**src/rtl/popcount_accumulator.sv**
```systemverilog
// Streaming popcount accumulator: counts set bits per word in a registered stage,
// sums them over a frame ended by input_last and hands out saturated frame statistics.
module popcount_accumulator #(
    parameter int WORD_WIDTH  = 32,
    parameter int TOTAL_WIDTH = 16
) (
    input  logic                   clock,
    input  logic                   clear_n,
    input  logic                   input_valid,
    output logic                   input_ready,
    input  logic [WORD_WIDTH-1:0]  input_data,
    input  logic                   input_last,
    output logic                   output_valid,
    input  logic                   output_ready,
    output logic [TOTAL_WIDTH-1:0] output_total,
    output logic [TOTAL_WIDTH-1:0] output_words,
    output logic                   output_overflow
);

    localparam int COUNT_WIDTH = $clog2(WORD_WIDTH) + 1;
    localparam int SUM_WIDTH   = TOTAL_WIDTH + 1;

    typedef enum logic {
        ACCUM,
        DONE
    } state_t;

    state_t                 state;

    logic                   count_valid;
    logic [COUNT_WIDTH-1:0] count_value;
    logic                   count_last;

    logic [TOTAL_WIDTH-1:0] acc_total;
    logic [TOTAL_WIDTH-1:0] acc_words;
    logic                   acc_overflow;

    logic                   accept;
    logic [COUNT_WIDTH-1:0] word_ones;
    logic [SUM_WIDTH-1:0]   total_sum;
    logic [SUM_WIDTH-1:0]   words_sum;
    logic [TOTAL_WIDTH-1:0] total_next;
    logic [TOTAL_WIDTH-1:0] words_next;
    logic                   overflow_next;

    function automatic logic [COUNT_WIDTH-1:0] popcount(input logic [WORD_WIDTH-1:0] word);
        logic [COUNT_WIDTH-1:0] ones;
        ones = '0;
        for (int i = 0; i < WORD_WIDTH; i++) begin
            ones = ones + COUNT_WIDTH'(word[i]);
        end
        return ones;
    endfunction

    // The count stage may refill while DONE waits, but only if it is empty.
    assign input_ready = (state == ACCUM) || !count_valid;
    assign accept      = input_valid && input_ready;
    assign word_ones   = popcount(input_data);

    // One extra bit catches the carry; a carry pins the field at all-ones.
    always_comb begin
        total_sum     = {1'b0, acc_total} + SUM_WIDTH'(count_value);
        words_sum     = {1'b0, acc_words} + SUM_WIDTH'(1);
        total_next    = total_sum[TOTAL_WIDTH] ? '1 : total_sum[TOTAL_WIDTH-1:0];
        words_next    = words_sum[TOTAL_WIDTH] ? '1 : words_sum[TOTAL_WIDTH-1:0];
        overflow_next = acc_overflow || total_sum[TOTAL_WIDTH] || words_sum[TOTAL_WIDTH];
    end

    // NOTE: registers use non-blocking assignments so every always_ff reads the
    // pre-edge value of every other register, independent of block ordering.
    always_ff @(posedge clock) begin
        if (!clear_n) begin
            count_valid <= 1'b0;
            count_value <= '0;
            count_last  <= 1'b0;
        end else if (accept) begin
            count_valid <= 1'b1;
            count_value <= word_ones;
            count_last  <= input_last;
        end else if (state == ACCUM) begin
            count_valid <= 1'b0;
        end
    end

    always_ff @(posedge clock) begin
        if (!clear_n) begin
            state           <= ACCUM;
            acc_total       <= '0;
            acc_words       <= '0;
            acc_overflow    <= 1'b0;
            output_valid    <= 1'b0;
            output_total    <= '0;
            output_words    <= '0;
            output_overflow <= 1'b0;
        end else begin
            case (state)
                ACCUM: begin
                    if (count_valid) begin
                        acc_total    <= total_next;
                        acc_words    <= words_next;
                        acc_overflow <= overflow_next;
                        if (count_last) begin
                            output_total    <= total_next;
                            output_words    <= words_next;
                            output_overflow <= overflow_next;
                            output_valid    <= 1'b1;
                            state           <= DONE;
                        end
                    end
                end
                DONE: begin
                    if (output_ready) begin
                        acc_total    <= '0;
                        acc_words    <= '0;
                        acc_overflow <= 1'b0;
                        output_valid <= 1'b0;
                        state        <= ACCUM;
                    end
                end
                default: state <= ACCUM;
            endcase
        end
    end

    // A presented result must not change or vanish until it is taken.
    assert property (@(posedge clock) disable iff (!clear_n)
        output_valid && !output_ready |=> output_valid && $stable(output_total)
            && $stable(output_words) && $stable(output_overflow));

endmodule

```
**config.mk**
```make
export PLATFORM = sky130hd
export DESIGN_NAME = popcount_accumulator
export DESIGN_NICKNAME = d
export VERILOG_FILES = /design/src/rtl/popcount_accumulator.sv
export SDC_FILE = /design/constraint.sdc
export NUM_CORES = 1
export LEC_CHECK = 0
export CAP_MARGIN = 15
export CORE_ASPECT_RATIO = 0.75
export CORE_UTILIZATION = 55
export CTS_BUF_LIST = sky130_fd_sc_hd__clkbuf_4
export DETAILED_ROUTE_END_ITERATION = 7
export PLACE_DENSITY = 0.82
export SYNTH_ARGS = -nofsm -noshare
export SYNTH_HDL_FRONTEND = slang
export SYNTH_SLANG_ARGS = --single-unit
```
**constraint.sdc**
```tcl
create_clock -name clock -period 7.1 [get_ports clock]
set_input_delay 1.42 -clock clock [delete_from_list [all_inputs] [get_ports clock]]
set_output_delay 1.42 -clock clock [all_outputs]
set_load 0.1 [all_outputs]
```
[After elaboration in Yosys (flattened, before gate mapping)]
Index checks and enable logic that the tools add are counted.
Storage, ports and cells
  bits in registers: 76
  latch bits: 0
  RAM bits: 0
  bits in read-only memories: 0
  input port bits: 37
  output and inout port bits: 35
  word-level logic and storage cells: 76
  memories kept: 0
Operators by class
  $add $sub $neg: 33
  multiply operators: 0
  divide/modulo/power cells: 0
  $lt $le $gt $ge: 0
  equal/unequal tests: 4
  shifts and indexed selects: 0
  muxes and demuxes: 19
  bitwise gates (word level): 1
  reductions and logical operators: 8
Operators by type and width (count)
  $add 6x1->6: 26
  $mux 16: 5
  $pmux 16 s2: 2
  $add 16x1->17 const B: 1
  $add 16x6->17: 1
  $mux 1: 9
  $add 5x1->6: 1
  $ne 2x2->1 const B: 3
  $pmux 1 s2: 3
  $reduce_and 3->1: 2
  $add 4x1->5: 1
  $add 3x1->4: 1
  $add 2x1->3: 1
  $logic_or 1x1->1: 3
  $add 1x1->2: 1
  $ne 2x1->1 const B: 1
  $reduce_and 2->1: 1
  $logic_and 1x1->1: 1
  $logic_not 1->1: 1
  $not 1->1: 1

[Longest topological paths before layout]
  depth in word-level cells: 31
  depth in mapped cells: 18
  mapped depth without buffers: 18

[Worst setup path after synthesis]
OpenSTA, ideal clock, no wires.
  path kind: input -> register
  from: input port input_data[5]
  to: register count_value[4]
  setup time: 0.073 ns
  arrival time: 5.727 ns
  data required time: 7.027 ns
  path slack: 1.301 ns
  cell stages on the path: 17
  buffers on the path: 0
  path through: inv_1 -> fa_1 -> inv_1 -> fa_1 -> fa_1 -> fa_1 -> fa_1 -> inv_1 -> fa_1 -> inv_1 -> ha_1 -> fa_1 -> a21o_1 -> a21oi_1 -> xnor2_1 -> nand2_1 -> a21oi_1
On the way
  word-level cells in the longest chain between the ends: 27
RTL lines
  from (decl): RTL line 11  | input logic [WORD_WIDTH-1:0] input_data,
  $add 5x1->6: RTL line 50  | ones = ones + COUNT_WIDTH'(word[i]);
  $add 6x1->6 (26 in a row): RTL line 50
  to (signal assigned): RTL line 78  | count_value <= word_ones;
  to (decl): RTL line 31  | logic [COUNT_WIDTH-1:0] count_value;
No other way between the ends.
A chain may end at the register's enable or synchronous reset.

[Worst setup path after layout]
Ends and elaborated chain as after synthesis.

==> qor.yml <==
run_status: "completed"
portBuffers: 71
number_of_hold_buffers_added_after_cts: 0
yosysTopAreaCell: "dfxtp_1"
post-synth-top-area-fraction_pct: 32.8
final_max_slew_viol_count: 0
cts-root-to-sink-buffers: 2
worst_path_largest_cell_delay_ns: 0.56
setup.worst_path.class: "in -> reg"
synth.net_count: 623
ios: 72
hold_violations: 0
area_taken_by_flip_flops_and_latches_um2: 1520
power.static_leakage_nw: 2.12
ir_drop_uv: 248
power.density_cell_area_nw_per_um2: 279
place_hpwl_um: 8370
die_y_um: 81.5
hold-worst-slack_ns: 0.462
design.core.area_um2: 8020
cts_tree: "built"
min-delay-path-class: "reg -> reg"
seq_total_area_yosys_pct: 32.8
gpl.final_weighted_congestion: 0.883
finalClockSkew_ns: 0.0158
clkLatencyLatePin_ns: 0.45
synth_warnings: 0
clkSinkCount: 76
cts_resized: 0
via_count_of_the_first_global_routing_pass: 4006
maxCapViolations: 0
remaining_drc_errors: 0
initial_antenna_violation_count: 0
grt_max_degree: 35
register_bit_count_reported_by_yosys: 76
rsz0062_at_grt: "false"
cp.required_ns: 7.47
preCtsSetupSlack_ns: 0.582
initial_core_util_pct: 57.8
crit_path_max_fanout: 2
yosysMostFrequentCell: "dfxtp_1"
n_fill_cell: 655
tritoncts.num_buffers: 9
max_freq_ghz: 0.166
insertedDiodeCount: 0
detail_route.first_pass.iterations: 5
synth.top_cells.by_area: "dfxtp_1 33%, fa_1 11%, a21oi_1 5.2%"
slew_headroom_pct: 32.7
path_clk_slew_ns: 0.12
wire_length_of_the_first_global_routing_pass_um: 18900
antenna_violating_nets_post_route: 0
setup_viol_count_final: 0
cell_count_after_synthesis: 547
finish.instance_area_um2: 5570
timing.final.ws_setup_ns: 1.06
syn_area_per_cell_um2: 8.47
grt-ovfl-total: 0
track_usage_pct: 27.9
synth.lib_cells_used.distinct: 59
finalWirelength_um: 11600
final_nets: 673
vias: 4271
final.min_clock_period_ns: 6.04
cell_breakdown_of_the_critical_path: "clkdlybuf4s50_1, inv_1, fa_1, inv_1, fa_1, fa_1, fa_1, fa_1, inv_1, fa_1, inv_1, ha_1, fa_1, a21o_1, a21oi_1, xnor2_1, nand2_1, a21oi_1"
postCtsSetupRepairBufs: 0
detail_route.wl_per_cell_um: 16.4
worst_pin_slew_ns: 1.01
syn_area_um2: 4630
floorplan.die.width_um: 108
arrival_worst_endpoint_ns: 6.41
final.setup.tns_ns: 0
share_of_final_layout_standard_cells_stronger_than_drive_strength_1_pct: 7.31
cts_root_buffer_type: "clkbuf_4"
htreeDepth: 3
drtIter0Drc: 365
dpl_cell_area_um2: 5340
start_kind: "input port"
route.detailed.vias_per_inst: 6.04
layout-area-overhead-vs-synth_pct: 20.1
cpMaxStageDelayCell: "fa_1"
synth_commonest_cells: "76 x dfxtp_1, 48 x a21oi_1, 47 x o21ai_0, 43 x nand2_1, 42 x inv_1"
synth_enable_flop_cells: 0
row_count: 28
synth-main-ff-cell: "dfxtp_1"
multiInputGateArea_um2: 2790
die_area_um2: 8800
proportion_of_register_bits_with_asynchronous_set_or_reset_after_synthesis_pct: 0
critical-path-top-cell-by-count: "fa_1"
cp-end-kind: "flop"
period_share_pct: 85.0
## sequential cells by signal (all words and copies together) (netlist names), 6 cells and up
name          flops
count_value       6
acc_total        16
output_total     16
acc_words        16
output_words     16
## metal layers
metal	vias up	routed length (um)	global-route usage (%)
li1	2015	-	-
met1	2048	5100	36.1
met2	177	5380	44.5
met3	31	810	7.30
met4	0	279	12.1
met5	-	0	0
## layout by cell type, fill, tap and decap left out, drive strengths merged, types with 6 or more instances in the layout
master / Yosys / routed
nor3: 19 / 19
a31oi: 12 / 12
a21oi: 55 / 55
clkbuf: 21 / 9
a311oi: 6 / 6
nor2: 40 / 40
o21ai: 56 / 56
xor2: 9 / 9
dfxtp: 76 / 76
ha: 14 / 14
nand3: 18 / 18
xnor2: 9 / 9
nand2: 44 / 44
o211ai: 9 / 9
a21o: 6 / 6
inv: 42 / 42
nand2b: 6 / 6
clkdlybuf4s50: 0 / 71
nor4: 7 / 7
fa: 25 / 25
and2: 6 / 6
## critical path, delay by kind of cell
kind | cells | cell delay [ns]
compound gates | 3 | 0.54
xor+xnor | 1 | 0.13
fa+ha+maj | 8 | 3.60
buf+inv | 5 | 0.65
simple gates | 1 | 0.07
## cell families after synthesis
kind of cell,share of synthesized area (%)
AO/OA/AOI/OAI,22.3
AND/OR/NAND/NOR,19.1
buffers and inverters,7.10
flip-flops,32.8
adder cells (fa/ha/maj),14.6
XOR/XNOR,3.40
multiplexers,0.648
## area by class of cell
class                           count  share of cell area, %
Clock inverter                      7                   2.92
Timing Repair Buffer               75                   13.3
Sequential cell                    76                   27.3
Multi-Input combinational cell    393                   50.0
Tap cell                          105                   2.36
Clock buffer                        9                   1.21
Inverter                           42                   2.83
## path summary, 6_finish.rpt
check                               startpoint  slack (ns)  cells past startpoint               to
worst min register to register    acc_total[2]        0.46                      2     acc_total[2]
worst min-delay path              acc_total[2]        0.46                      2     acc_total[2]
worst max register to register  count_value[0]        4.54                      8  output_total[1]
worst max-delay path             input_data[5]        1.06                     18   count_value[4]
## report_power, final
| part | switching [mW] | internal, mW | total, mW |
|---|---|---|---|
| registers | 0.0121 | 0.447 | 0.460 |
| clock network | 0.161 | 0.248 | 0.409 |
| logic | 0.384 | 0.298 | 0.682 |
| total | 0.557 | 0.994 | 1.55 |
## per-stage QoR
| step | utilization [%] | total power [mW] | instances |
|---|---|---|---|
| finish | 69.4 | 1.55 | 707 |
| global placement | 66.5 | 1.10 | 691 |
| global route | 69.4 | 1.66 | 707 |
| detailed placement | 66.5 | 1.15 | 691 |
| floorplan | - | 0.976 | 547 |
| CTS | 69.4 | 1.55 | 707 |
Note: power is estimated with default switching activity, not from simulation.
